==> config.mk <==
export PLATFORM = sky130hd
export DESIGN_NAME = cpu_clk_ctrl
export DESIGN_NICKNAME = d
export VERILOG_FILES = /design/src/rtl/cpu_clk_ctrl.sv
export SDC_FILE = /design/constraint.sdc
export NUM_CORES = 1
export LEC_CHECK = 0
export CAP_MARGIN = 10
export CORE_AREA = 2 2 71 73
export CTS_CLUSTER_SIZE = 40
export DETAILED_ROUTE_END_ITERATION = 10
export DIE_AREA = 0 0 73 75
export PLACE_DENSITY = 0.81
export SLEW_MARGIN = 5
export SYNTH_ARGS = -nofsm -noshare
export SYNTH_HDL_FRONTEND = slang
export SYNTH_SLANG_ARGS = --single-unit
==> constraint.sdc <==
create_clock -name CLK_in -period 2.7 [get_ports CLK_in]
set_input_delay 0.54 -clock CLK_in [delete_from_list [all_inputs] [get_ports CLK_in]]
set_output_delay 0.54 -clock CLK_in [all_outputs]
set_load 0.005 [all_outputs]
==> src/rtl/cpu_clk_ctrl.sv <==
// Execution-clock controller for the single-cycle CPU.
// A prescaler derives the timebase tick. The tick drives the 7-seg digit scan,
// the button debouncer and the run-mode step divider. A small FSM turns run
// requests or debounced button presses into one-cycle CPU clock-enable pulses.
module cpu_clk_ctrl #(
  parameter int DIV_COUNT      = 50000,
  parameter int RUN_DIV        = 500,
  parameter int DEBOUNCE_TICKS = 20
) (
  input  logic        CLK_in,
  input  logic        Reset,
  input  logic        Mode_run,
  input  logic        Step_btn,
  input  logic        Halt,
  output logic        CPU_en,
  output logic        Scan_tick,
  output logic [1:0]  Scan_sel,
  output logic [1:0]  State,
  output logic [15:0] Step_count
);

  localparam int PW = (DIV_COUNT > 1) ? $clog2(DIV_COUNT) : 1;
  localparam int RW = (RUN_DIV > 1) ? $clog2(RUN_DIV) : 1;
  localparam int DW = $clog2(DEBOUNCE_TICKS + 1);

  localparam logic [PW-1:0] PRESC_MAX = PW'(DIV_COUNT - 1);
  localparam logic [RW-1:0] RUN_MAX   = RW'(RUN_DIV - 1);
  localparam logic [DW-1:0] DEB_LAST  = DW'(DEBOUNCE_TICKS - 1);

  localparam logic [1:0] S_IDLE   = 2'b00;
  localparam logic [1:0] S_RUN    = 2'b01;
  localparam logic [1:0] S_STEP   = 2'b10;
  localparam logic [1:0] S_HALTED = 2'b11;

  logic [PW-1:0] r_presc;
  logic [1:0]    r_scan_sel;
  logic          r_sync1;
  logic          r_sync2;
  logic          r_db_level;
  logic [DW-1:0] r_db_cnt;
  logic [RW-1:0] r_run_cnt;
  logic [1:0]    r_state;
  logic          r_cpu_en;
  logic [15:0]   r_step_count;

  logic          w_tick;
  logic          w_step_req;
  logic          w_run_req;
  logic [1:0]    w_state_next;
  logic          w_en_next;

  // The tick is decoded from the terminal count so it lines up with the wrap.
  assign w_tick = (r_presc == PRESC_MAX);

  // A press is accepted on the tick where the counter would reach the limit
  // with a high sample; that same cycle is the step request.
  assign w_step_req = w_tick && r_sync2 && !r_db_level && (r_db_cnt == DEB_LAST);

  // Run requests only exist while running.
  assign w_run_req = w_tick && (r_state == S_RUN) && (r_run_cnt == RUN_MAX);

  // Free-running timebase prescaler, independent of the FSM state.
  always_ff @(posedge CLK_in or negedge Reset) begin
    if (!Reset)      r_presc <= '0;
    else if (w_tick) r_presc <= '0;
    else             r_presc <= r_presc + PW'(1);
  end

  // Digit-scan select advances after every tick, even when halted.
  always_ff @(posedge CLK_in or negedge Reset) begin
    if (!Reset)      r_scan_sel <= 2'd0;
    else if (w_tick) r_scan_sel <= r_scan_sel + 2'd1;
  end

  // Two-flop synchroniser for the raw push-button.
  always_ff @(posedge CLK_in or negedge Reset) begin
    if (!Reset) begin
      r_sync1 <= 1'b0;
      r_sync2 <= 1'b0;
    end else begin
      r_sync1 <= Step_btn;
      r_sync2 <= r_sync1;
    end
  end

  // Debouncer: a new level must be seen on consecutive ticks before it is taken.
  always_ff @(posedge CLK_in or negedge Reset) begin
    if (!Reset) begin
      r_db_level <= 1'b0;
      r_db_cnt   <= '0;
    end else if (w_tick) begin
      if (r_sync2 != r_db_level) begin
        if (r_db_cnt == DEB_LAST) begin
          r_db_level <= r_sync2;
          r_db_cnt   <= '0;
        end else begin
          r_db_cnt <= r_db_cnt + DW'(1);
        end
      end else begin
        r_db_cnt <= '0;
      end
    end
  end

  // Run-mode divider; held at zero outside RUN so every entry starts fresh.
  always_ff @(posedge CLK_in or negedge Reset) begin
    if (!Reset)                r_run_cnt <= '0;
    else if (r_state != S_RUN) r_run_cnt <= '0;
    else if (w_tick)           r_run_cnt <= (r_run_cnt == RUN_MAX) ? '0 : r_run_cnt + RW'(1);
  end

  // Next-state and enable decode. Halt is checked first so a coincident
  // request never produces a pulse; the enable is never requested on the
  // cycle it is already high, which keeps pulses separated.
  always_comb begin
    w_state_next = r_state;
    w_en_next    = 1'b0;
    case (r_state)
      S_IDLE: begin
        if (Mode_run)        w_state_next = S_RUN;
        else if (w_step_req) w_state_next = S_STEP;
      end
      S_RUN: begin
        if (Halt)                        w_state_next = S_HALTED;
        else if (!Mode_run)              w_state_next = S_IDLE;
        else if (w_run_req && !r_cpu_en) w_en_next    = 1'b1;
      end
      S_STEP: begin
        // First STEP cycle schedules the pulse; the pulse cycle returns to IDLE.
        if (Halt)           w_state_next = S_HALTED;
        else if (!r_cpu_en) w_en_next    = 1'b1;
        else                w_state_next = S_IDLE;
      end
      S_HALTED: begin
        if (w_step_req && !Halt) w_state_next = S_IDLE;
      end
      default: w_state_next = S_IDLE;
    endcase
  end

  // State, enable pulse and issued-step counter registers.
  always_ff @(posedge CLK_in or negedge Reset) begin
    if (!Reset) begin
      r_state      <= S_IDLE;
      r_cpu_en     <= 1'b0;
      r_step_count <= 16'h0000;
    end else begin
      r_state  <= w_state_next;
      r_cpu_en <= w_en_next;
      if (r_cpu_en) r_step_count <= r_step_count + 16'd1;
    end
  end

  assign CPU_en     = r_cpu_en;
  assign Scan_tick  = w_tick;
  assign Scan_sel   = r_scan_sel;
  assign State      = r_state;
  assign Step_count = r_step_count;

endmodule

After elaboration in Yosys (flattened, before gate mapping)
Cells that the tools add are included.

Latch bits: 0. Memory bits (writable): 0. Bits in registers: 54. Logic and storage cells: 61. Input port bits: 5. Memories: 0. Bits in read-only memories: 0. Output and inout port bits: 22.

Add/sub/neg operators: 5. Bitwise operators: 0. $lt $le $gt $ge: 0. Shift operators: 0. Reduce and logical (&&, ||, !) cells: 14. Multiplexer cells: 20. Equality and inequality tests: 12. Div/mod/pow operators: 0. Multiply operators: 0.

Operators with widths (number): adder 16 x 1 -> 16 bit, second input constant (2); 2-to-1 mux 9 bit (3); == test 16 bit, second input constant (1); 2-to-1 mux 16 bit (1); 2-to-1 mux 2 bit (7); 2-to-1 mux 5 bit (2); adder 9 x 1 -> 9 bit, second input constant (1); == test 9 bit, second input constant (1); != test 3 bit, second input constant (3); one-hot mux 2 bit (4 select lines) (1); logical AND 1 bit (7); adder 5 x 1 -> 5 bit, second input constant (1); == test 5 bit, second input constant (1); 2-to-1 mux 1 bit (5); == test 2 bit, second input constant (2); AND reduction 4 bit (1); zero test 1 bit (3); AND reduction 3 bit (1); adder 2 x 1 -> 2 bit, second input constant (1); == test 2 x 1 -> 1 bit, second input constant (1); zero test 2 bit (1); != test 2 x 1 -> 1 bit, second input constant (1); != test 2 bit, second input constant (1); one-hot mux 1 bit (2 select lines) (1); other kinds (2) (2).

Longest topological paths before layout
Gate-level depths: netlist of run 1.

Depth after elaboration: 8. Gate-level depth with buffers: 7. Mapped depth without buffers: 6.

Least setup slack after synthesis of run 1
Ideal clock, no wire load.

Path type: register to output. Start point: register r_presc[7]. End point: output Scan_tick. Cell stages (with the launch flop): 5. Slack: 0.909 ns. Data arrival time: 1.251 ns. Data required time: 2.160 ns. Path buffers: 1. Path through: dfrtp_1 nor4b_1 nand4_1 inv_2 buf_2.

Cells in the longest elaborated chain, start to end: 1.

Ends and longest elaborated chain: start, declared (line 35) `logic [PW-1:0] r_presc;`; start signal, assigned (line 66) `else r_presc <= r_presc + PW'(1);`; == test 16 bit (line 53) `assign w_tick = (r_presc == PRESC_MAX);`; end, declared (line 16) `output logic Scan_tick,`.

Every way passes these cells.

Worst setup path in the final report of run 1
Start point: register r_presc[9]. End point: output Scan_tick.

Same word-level chain as after synthesis.

==> results of run 1 <==
[registers in the layout, indices dropped and copies added (netlist names)]
| name | count |
|---|---|
| CPU_en | 1 |
| Scan_sel | 2 |
| State | 2 |
| Step_count | 16 |
| r_db_cnt | 5 |
| r_db_level | 1 |
| r_presc | 16 |
| r_run_cnt | 9 |
| r_sync1 | 1 |
| r_sync2 | 1 |
[worst register-to-register path, stage by stage (launching register included)]
cell      delay, ns
dfrtp_1        0.44
or4b_4         0.56
nor4_4         0.20
buf_4          0.24
a41oi_1        0.13
a311oi_1       0.29
[placed cells by master, fill, tap and decap left out, types with 2 or more instances in the layout]
master	n
and3_1	6
buf_4	5
or3_1	3
nor4bb_1	2
nand4_1	14
nand3_1	12
a311oi_1	3
nor2b_1	4
and2_1	5
xor2_1	12
a21oi_1	5
a211oi_1	2
o22a_1	2
dfrtp_1	54
a311oi_2	2
a21oi_2	2
nand2b_1	3
o31ai_1	2
a22o_1	2
nor2_1	17
ha_1	9
o21ai_0	7
and4_1	2
a31oi_1	3
nor3_1	3
clkbuf_8	6
xnor2_1	19
inv_1	6
a41oi_1	2
clkdlybuf4s50_1	25
nand2_1	26
[what timing repair did]
item	CTS	global route
setup endpoints to repair	0	1
buffers inserted	0	0
hold buffers	0	0
gates resized for setup	0	2
[worst paths after layout]
| path | cells past startpoint | slack, ns | start | to |
|---|---|---|---|---|
| setup reg to reg | 5 | 0.73 | r_presc[5]$_DFF_PN0_ | r_run_cnt[7]$_DFFE_PN0P_ |
| hold / removal | 1 | 0.19 | Reset | Step_count[13]$_DFFE_PN0P_ |
| hold reg to reg | 0 | 0.36 | r_sync1$_DFF_PN0_ | r_sync2$_DFF_PN0_ |
| setup / recovery | 4 | 0.22 | r_presc[9]$_DFF_PN0_ | Scan_tick |
| max in group asynchronous | 2 | 1.90 | Reset | r_presc[10]$_DFF_PN0_ |
| min in group CLK_in | 0 | 0.36 | r_sync1$_DFF_PN0_ | r_sync2$_DFF_PN0_ |
[routing by layer]
metal	vias to the layer above	global-route usage
met3	6	0.0495
met4	0	0.0638
met5	-	0
met1	973	0.240
li1	981	-
met2	49	0.346
[power groups by stage]
stage                     clock network, W  registers, W  logic, W
after floorplan                          0      0.000933  0.000248
after global placement                   0      0.000946  0.000397
after detailed placement                 0      0.000950  0.000408
final                             0.000462      0.000932  0.000407
after global routing              0.000507      0.000942  0.000465
after CTS                         0.000471      0.000934  0.000410
[per-stage QoR]
stage	total power [W]	hold slack [ns]
final	0.00180	0.185
after global routing	0.00191	0.217
after detailed placement	0.00136	0.349
after CTS	0.00181	0.193
after global placement	0.00134	0.336
after floorplan	0.00118	0.244
[logic make-up (layout without fill, tap and decap cells)]
family,Yosys count,count (layout),share of synthesized area
AND/OR/NAND/NOR,108,108,0.223
multiplexers,2,2,0.00831
XOR/XNOR,31,31,0.100
flip-flops,54,54,0.498
AO/OA/AOI/OAI,38,38,0.105
adder cells (fa/ha/maj),9,9,0.0415
buffers and inverters,14,46,0.0231
[cell type report]
type | instances | area share
Sequential cell | 54 | 0.430
Multi-Input combinational cell | 188 | 0.417
Timing Repair Buffer | 31 | 0.0933
Clock buffer | 7 | 0.0275
Tap cell | 54 | 0.0215
Inverter | 7 | 0.00837
Clock inverter | 1 | 0.00159
==> results_dict.tcl, run 1 <==
set metrics [dict create \
    vias_per_cell 5.87 \
    core_area_mm2 0.00466 \
    p_per_area_mw_per_mm2 574 \
    path_max_fanout 6 \
    antenna_found_initial 0 \
    critical_path_class "reg2out" \
    dr.pass1.iters 4 \
    die_y_um 75 \
    cts-root-buf "clkbuf_8" \
    cp.required_ns 2.16 \
    status "finished, final reports clean" \
    netlist_top_cells_count "dfrtp_1, nand2_1, xnor2_1" \
    first_iter_violations 78 \
    final-instance-count-excl-fill 342 \
    fp-row-count 25 \
    hold_class "in2async" \
    synth_area_mm2 0.00271 \
    htreeDepth 2 \
    vias 2009 \
    worst_pin_slew_ns 0.508 \
    fmax_mhz 404 \
    wl_mm 5.00 \
    setup_viol 0 \
    grt_overflow 0 \
    clkLatencyLatePin_ns 0.31 \
    cp_num_buf_inv 2 \
    clock_sinks 54 \
    drv_slew 0 \
    worst_path_max_delay_cell "clkdlybuf4s50_1" \
    drc 0 \
    fill_cells 364 \
    synth_cells 256 \
    synthArstFlopShare 1.00 \
    p_switching_w 0.000512 \
    dieArea_mm2 0.00548 \
    avgRoutedWirePerCell_um 14.6 \
    diodes 0 \
    yosysWarnings 0 \
    synth_fp_nets 270 \
    p_leak_nw 1.34 \
    path_cells "nor4bb_1 > nand4_1 > inv_2 > clkdlybuf4s50_1" \
    cp-start-kind "register" \
    fin_crit_sh 0.917 \
    p_int_w 0.00129 \
    grt_pass1_vias 1914 \
    setup_ws_ns 0.224 \
    port_buffers 26 \
    swShare 0.284 \
    start_util 0.582 \
    synth_area_leader_cell "dfrtp_1" \
    ys_top_cells_by_area "dfrtp_1, xnor2_1, ha_1" \
    cpPeakStageDelay_ns 0.49 \
    yosys.cell_types.count 49 \
    finClkSkew_ns 0.00872 \
    yosys_most_used_dff "dfrtp_1" \
    combPwrFrac 0.226 \
    peakVddDrop_uv 334 \
    hold_viol_final 0 \
    syn2layout_area_growth_pct 15.8 \
    numCtsBuffers 5 \
    design_area_mm2 0.00314 \
    placed_cells_incl_taps 334 \
    fin_crit_ns 2.48 \
    final_nets 301 \
    ys_ff_latch 54 \
    maxSlewHeadroom 0.662 \
    wl_met2_mm 2.50 \
    dp_hpwl_mm 3.67 \
    synth_most_common_cell "dfrtp_1" \
    ioPinCount 27 \
    synth_edf_count 0 \
    syn-mean-instance-area_um2 10.6 \
    cts.reportedPaths.clkPinSlew_ns 0.09 \
    synth_top_area_share 0.498 \
    grt_max_degree 24 \
    cts_tree "built" \
    gp_congestion 0.856 \
    multiInputGateArea_mm2 0.00131 \
    fp.dieW_um 73 \
    rsz0062_at_grt "false" \
    p_clk_frac 0.257 \
    sequentialPowerShare 0.518 \
    highest_layer "met4" \
    met1Wirelength_mm 2.23 \
    drive_above_1_share 0.0833 \
    ant_nets 0 \
    place_ws_ns 0.507 \
    grt_usage 0.198 \
    wl_met3_um 212 \
    grt_pass1_wl_mm 8.37 \
    worst_setup_path_end_kind "primary output" \
    seqCellArea_mm2 0.00135 \
    synth.yosys.seq_area_share 0.498 \
    place_area_mm2 0.00304 \
    drv_cap 0 \
    final.setup.tns_ns 0 \
    cts.path.max_buffers 2 \
    critical-path-top-delay-family "simple AND/OR/NAND/NOR gates" \
    postLayoutCoreUtil 0.674 \
    crit_arrival_ns 1.94 \
]
Note: power is estimated with default switching activity, not from simulation.
==> run 2: changes to the inputs <==
--- a/config.mk
+++ b/config.mk
@@ -6,11 +6,11 @@
 export NUM_CORES = 1
 export LEC_CHECK = 0
 export CAP_MARGIN = 10
-export CORE_AREA = 2 2 71 73
+export CORE_AREA = 2 2 76 78
 export CTS_CLUSTER_SIZE = 40
 export DETAILED_ROUTE_END_ITERATION = 10
-export DIE_AREA = 0 0 73 75
-export PLACE_DENSITY = 0.81
+export DIE_AREA = 0 0 78 80
+export PLACE_DENSITY = 0.74
 export SLEW_MARGIN = 5
 export SYNTH_ARGS = -nofsm -noshare
 export SYNTH_HDL_FRONTEND = slang
==> constraint.sdc (replaced) <==
create_clock -name CLK_in -period 2.1 [get_ports CLK_in]
set_input_delay 0.42 -clock CLK_in [delete_from_list [all_inputs] [get_ports CLK_in]]
set_output_delay 0.42 -clock CLK_in [all_outputs]
set_load 0.005 [all_outputs]
==> run 2 against run 1 <==
Against the previous run: critical path depth grew 1; via count grew 3.0%; highest routed layer unchanged; clock power grew 29%; final area grew 5.7%; die area grew 14%; largest power group unchanged; cell count grew 10%; critical endpoint unchanged.
==> results_dict.tcl, run 2 (same netlist as run 1, synthesis figures left out) <==
set metrics [dict create \
    p_leak_nw 1.44 \
    postCtsHoldBufs 0 \
    fp-row-count 27 \
    numCtsBuffers 5 \
    peakVddDrop_uv 418 \
    grt_pass1_vias 2013 \
    worst_setup_path_end_kind "primary output" \
    drv_slew 0 \
    port_buffers 26 \
    final.setup.tns_ns 0 \
    ioPinCount 27 \
    critical_path_class "reg2out" \
    cts.path.max_buffers 2 \
    busiest_layer "met2" \
    cp.required_ns 1.68 \
    final_nets 318 \
    avgRoutedWirePerCell_um 13.9 \
    drv_cap 0 \
    clock_sinks 54 \
    htreeDepth 2 \
    finClkSkew_ns 0.00606 \
    met1_usage 0.240 \
    grt_overflow 0 \
    grt_usage 0.183 \
    clkLatencyLatePin_ns 0.30 \
    layout_common_cells "dfrtp_1, nand2_1, clkdlybuf4s50_1" \
    vias 2069 \
    grt_pass1_wl_mm 9.14 \
    gp_congestion 0.806 \
    start_util 0.502 \
    worst_pin_slew_ns 0.547 \
    globalRouteMet2Util 0.309 \
    fp.dieW_um 78 \
    hold_viol_final 0 \
    die_y_um 80 \
    fin_crit_sh 0.947 \
    hold_class "in2async" \
    placed_cells_incl_taps 364 \
    crit_arrival_ns 1.57 \
    dp_hpwl_mm 3.62 \
    dieArea_mm2 0.00624 \
    status "finished, final reports clean" \
    cts.reportedPaths.clkPinSlew_ns 0.09 \
    grt_max_degree 32 \
    cp-start-kind "register" \
    drc 0 \
    syn2layout_area_growth_pct 22.4 \
    ant_nets 0 \
    cts_tree "built" \
    p_per_area_mw_per_mm2 699 \
    maxSlewHeadroom 0.635 \
    core_area_mm2 0.00541 \
    fin_crit_ns 1.99 \
    rsz0062_at_grt "false" \
    final-instance-count-excl-fill 377 \
    wl_mm 5.23 \
    met3_usage 0.0407 \
    diodes 0 \
    cts-root-buf "clkbuf_8" \
    vias_per_cell 5.49 \
    first_iter_violations 159 \
    fmax_mhz 503 \
    timing.hold.ws_ns 0.0933 \
    setup_viol 0 \
    antenna_found_initial 0 \
    dr.pass1.iters 4 \
    final_common_cell "dfrtp_1" \
    drive_above_1_share 0.138 \
    path_max_fanout 3 \
]
==> run 2: cell types whose count changed in the layout (fill, tap and decap cells not counted) <==
cell / before / now
nor4bb_4: 0 / 1
clkdlybuf4s50_1: 25 / 24
nor4bb_1: 2 / 1
dlygate4sd2_1: 0 / 1
buf_4: 5 / 20
buf_12: 0 / 1
buf_6: 0 / 1
==> run 2: final cells by class <==
cell class / count / area, µm²
tap: 72 / 90.1
clock inverter: 1 / 5.00
sequential: 54 / 1350
fill: 455 / 2090
multi-input combinational: 188 / 1330
inverter: 7 / 26.3
clock buffer: 7 / 86.3
timing repair buffer: 48 / 435
==> run 2: worst paths after layout <==
| path | to | slack [ns] | start | cells after the start |
|---|---|---|---|---|
| setup / recovery | Scan_tick | 0.11 | r_presc[0]$_DFF_PN0_ | 5 |
| hold / removal | Step_count[10]$_DFFE_PN0P_ | 0.09 | Reset | 1 |
| setup reg to reg | r_run_cnt[8]$_DFFE_PN0P_ | 0.11 | r_presc[5]$_DFF_PN0_ | 7 |
| hold reg to reg | r_sync2$_DFF_PN0_ | 0.36 | r_sync1$_DFF_PN0_ | 0 |
| max in group asynchronous | r_presc[3]$_DFF_PN0_ | 1.45 | Reset | 2 |
| min in group CLK_in | r_sync2$_DFF_PN0_ | 0.36 | r_sync1$_DFF_PN0_ | 0 |
==> run 2: worst max-delay path, stage by stage, from the launching register on <==
cell and delay [ns]:
dfrtp_1 0.41, ha_1 0.21, and3_1 0.21, nand4_1 0.13, inv_2 0.05, dlygate4sd2_1 0.25
==> run 2: repair_timing <==
item,4_1_cts,5_1_grt
resized for setup,5,1
pin swaps,2,0
setup buffers,1,4
setup endpoints to repair,1,1
==> run 2: power by group <==
part | total (W) | leakage, nW | internal (W) | switching, W
sequential | 0.00119 | 0.725 | 0.00110 | 0.0000853
clock | 0.000596 | 0.0482 | 0.000267 | 0.000329
combinational | 0.000536 | 0.667 | 0.000293 | 0.000243
==> run 2: per-layer routing <==
layer	routed length, µm	part of all wire
met4	57	0.011
met3	164	0.031
met1	2470	0.47
met2	2540	0.49
met5	0	0
==> run 2: through the flow <==
stage               area [µm²]  power (W)  setup slack, ns   util
floorplan                 2710    0.00152            0.335      -
detailed placement        3160    0.00176           0.0852  0.585
global route              3320    0.00247           0.0136  0.614
global placement          3160    0.00175            0.110  0.585
CTS                       3290    0.00236           0.0743  0.608
finish                    3320    0.00232            0.112  0.614
==> run 3: changes to the inputs <==
--- a/config.mk
+++ b/config.mk
@@ -6,11 +6,11 @@
 export NUM_CORES = 1
 export LEC_CHECK = 0
 export CAP_MARGIN = 10
-export CORE_AREA = 2 2 76 78
+export CORE_AREA = 2 2 73 75
 export CTS_CLUSTER_SIZE = 40
 export DETAILED_ROUTE_END_ITERATION = 10
-export DIE_AREA = 0 0 78 80
-export PLACE_DENSITY = 0.74
+export DIE_AREA = 0 0 75 77
+export PLACE_DENSITY = 0.81
 export SLEW_MARGIN = 5
 export SYNTH_ARGS = -nofsm -noshare
 export SYNTH_HDL_FRONTEND = slang
==> constraint.sdc (replaced) <==
create_clock -name CLK_in -period 1.9 [get_ports CLK_in]
set_input_delay 0.38 -clock CLK_in [delete_from_list [all_inputs] [get_ports CLK_in]]
set_output_delay 0.38 -clock CLK_in [all_outputs]
set_load 0.005 [all_outputs]
==> run 3 against run 2 <==
Against the previous run: the flow now finishes with violations (setup timing); combinational power is 15% higher; core utilization is 7.7 points higher; total power is 11% higher; clock skew is 0.0017 ns lower; setup slack worse by 0.15 ns; non-clock buffer count is 12 higher; critical path depth is 1 higher; wire length is 7.1% higher; final area is 3.7% higher; highest routed layer unchanged; global-route usage is 1.6 points higher; register-to-register slack worse by 0.15 ns.
==> results_dict.tcl, run 3 (same netlist as run 1, synthesis figures left out) <==
set metrics [dict create \
    violations "setup timing" \
    antenna_found_initial 0 \
    gp_congestion 0.807 \
    drv_cap 0 \
    dp_hpwl_mm 3.78 \
    grt_pass1_vias 2061 \
    cts.reportedPaths.clkPinSlew_ns 0.09 \
    maxSlewHeadroom 0.669 \
    drc 0 \
    p_leak_nw 1.51 \
    vias 2172 \
    p_per_area_mw_per_mm2 747 \
    htreeDepth 2 \
    ant_nets 0 \
    worst_path_max_delay_cell "or4bb_4" \
    syn2layout_area_growth_pct 26.9 \
    numCtsBuffers 5 \
    cp-start-kind "register" \
    cts_tree "built" \
    hold_viol_final 0 \
    port_buffers 26 \
    clock_sinks 54 \
    critical_path_class "reg2reg" \
    grt_max_degree 55 \
    core_area_mm2 0.00498 \
    finClkSkew_ns 0.00435 \
    grt_pass1_wl_mm 9.03 \
    diodes 0 \
    dr.pass1.iters 4 \
    layout_common_cells "dfrtp_1, nand2_1, buf_4" \
    hold_class "in2async" \
    ioPinCount 27 \
    setup_ws_ns -0.0423 \
    worst_pin_slew_ns 0.493 \
    path_max_fanout 6 \
    fmax_mhz 515 \
    path_cells "buf_6 > or4bb_4 > nor4_4 > buf_6 > a41oi_2 > a311oi_1" \
    fp.dieW_um 75 \
    rsz0062_at_grt "true" \
    final_common_cell "dfrtp_1" \
    cts.path.max_buffers 2 \
    die_y_um 77 \
    crit_top_cell "buf_6" \
    avgRoutedWirePerCell_um 14.5 \
    fill_cells 366 \
    timing.hold.ws_ns 0.0510 \
    fin_crit_sh 1.02 \
    crit_arrival_ns 2.16 \
    drv_slew 0 \
    start_util 0.545 \
    vias_per_cell 5.61 \
    worst_setup_path_end_kind "register" \
    fp-row-count 26 \
    place_ws_ns -0.0747 \
    cts-root-buf "clkbuf_8" \
    drive_above_1_share 0.192 \
    wl_mm 5.60 \
    status "finished, violations left" \
    clkLatencyLatePin_ns 0.31 \
    cpPeakStageDelay_ns 0.53 \
    first_iter_violations 116 \
    final_nets 330 \
    multiInputGateArea_mm2 0.00135 \
    grt_usage 0.199 \
    seqCellArea_mm2 0.00135 \
    reg2reg_setup_slack_ns -0.04 \
    fin_crit_ns 1.94 \
    peakVddDrop_uv 384 \
    setup_viol 1 \
    dieArea_mm2 0.00578 \
    cp.required_ns 2.12 \
    grt_overflow 0 \
]
[run 3: worst max-delay path, delay by kind of cell (launching register included)]
kind	cells	cell delay, ns
simple gates	2	0.79
flops	1	0.39
buf+inv	2	0.29
compound gates	2	0.38
[run 3: final timing paths]
kind / to / startpoint / depth (start not counted)
max: r_run_cnt[7]$_DFFE_PN0P_ / r_presc[11]$_DFF_PN0_ / 6
max in group asynchronous: r_presc[4]$_DFF_PN0_ / Reset / 2
min in group CLK_in: r_sync2$_DFF_PN0_ / r_sync1$_DFF_PN0_ / 0
min reg2reg: r_sync2$_DFF_PN0_ / r_sync1$_DFF_PN0_ / 0
max reg2reg: r_run_cnt[7]$_DFFE_PN0P_ / r_presc[11]$_DFF_PN0_ / 6
min: Step_count[15]$_DFFE_PN0P_ / Reset / 2
[run 3: power by group]
group	leakage [nW]	internal [W]	switching (W)
sequential	0.725	0.00122	0.0000968
clock	0.0452	0.000261	0.000376
combinational	0.740	0.000330	0.000288
[run 3: area by class of cell]
| cell class | instances | area share |
|---|---|---|
| timing repair buffer | 60 | 0.158 |
| multi-input combinational | 188 | 0.391 |
| inverter | 7 | 0.00763 |
| tap | 70 | 0.0254 |
| sequential | 54 | 0.393 |
| clock inverter | 2 | 0.00400 |
| clock buffer | 6 | 0.0211 |
[run 3: per-layer routing]
metal	global-route usage	wire, µm	vias to the layer above
li1	-	-	1044
met1	0.250	2480	1059
met2	0.332	2790	60
met3	0.0420	220	9
met4	0.0679	108	0
met5	0	0	-
[run 3: metrics by stage]
step | setup TNS (ns) | area [µm²] | util | power, W | std cells
2_1_floorplan | 0 | 2710 | - | 0.00168 | 256
3_3_place_gp | -0.0630 | 3230 | 0.650 | 0.00192 | 372
3_5_place_dp | -0.216 | 3230 | 0.650 | 0.00194 | 372
4_1_cts | -0.0480 | 3360 | 0.675 | 0.00257 | 383
5_1_grt | -0.746 | 3440 | 0.692 | 0.00272 | 387
6_report | -0.0423 | 3440 | 0.692 | 0.00257 | 387
[run 3: what timing repair did]
action,CTS,global route
setup endpoints to repair,4,13
buffers inserted,2,4
hold buffers,0,0
gates resized for setup,10,11
cloned,1,0
pin swaps,8,8
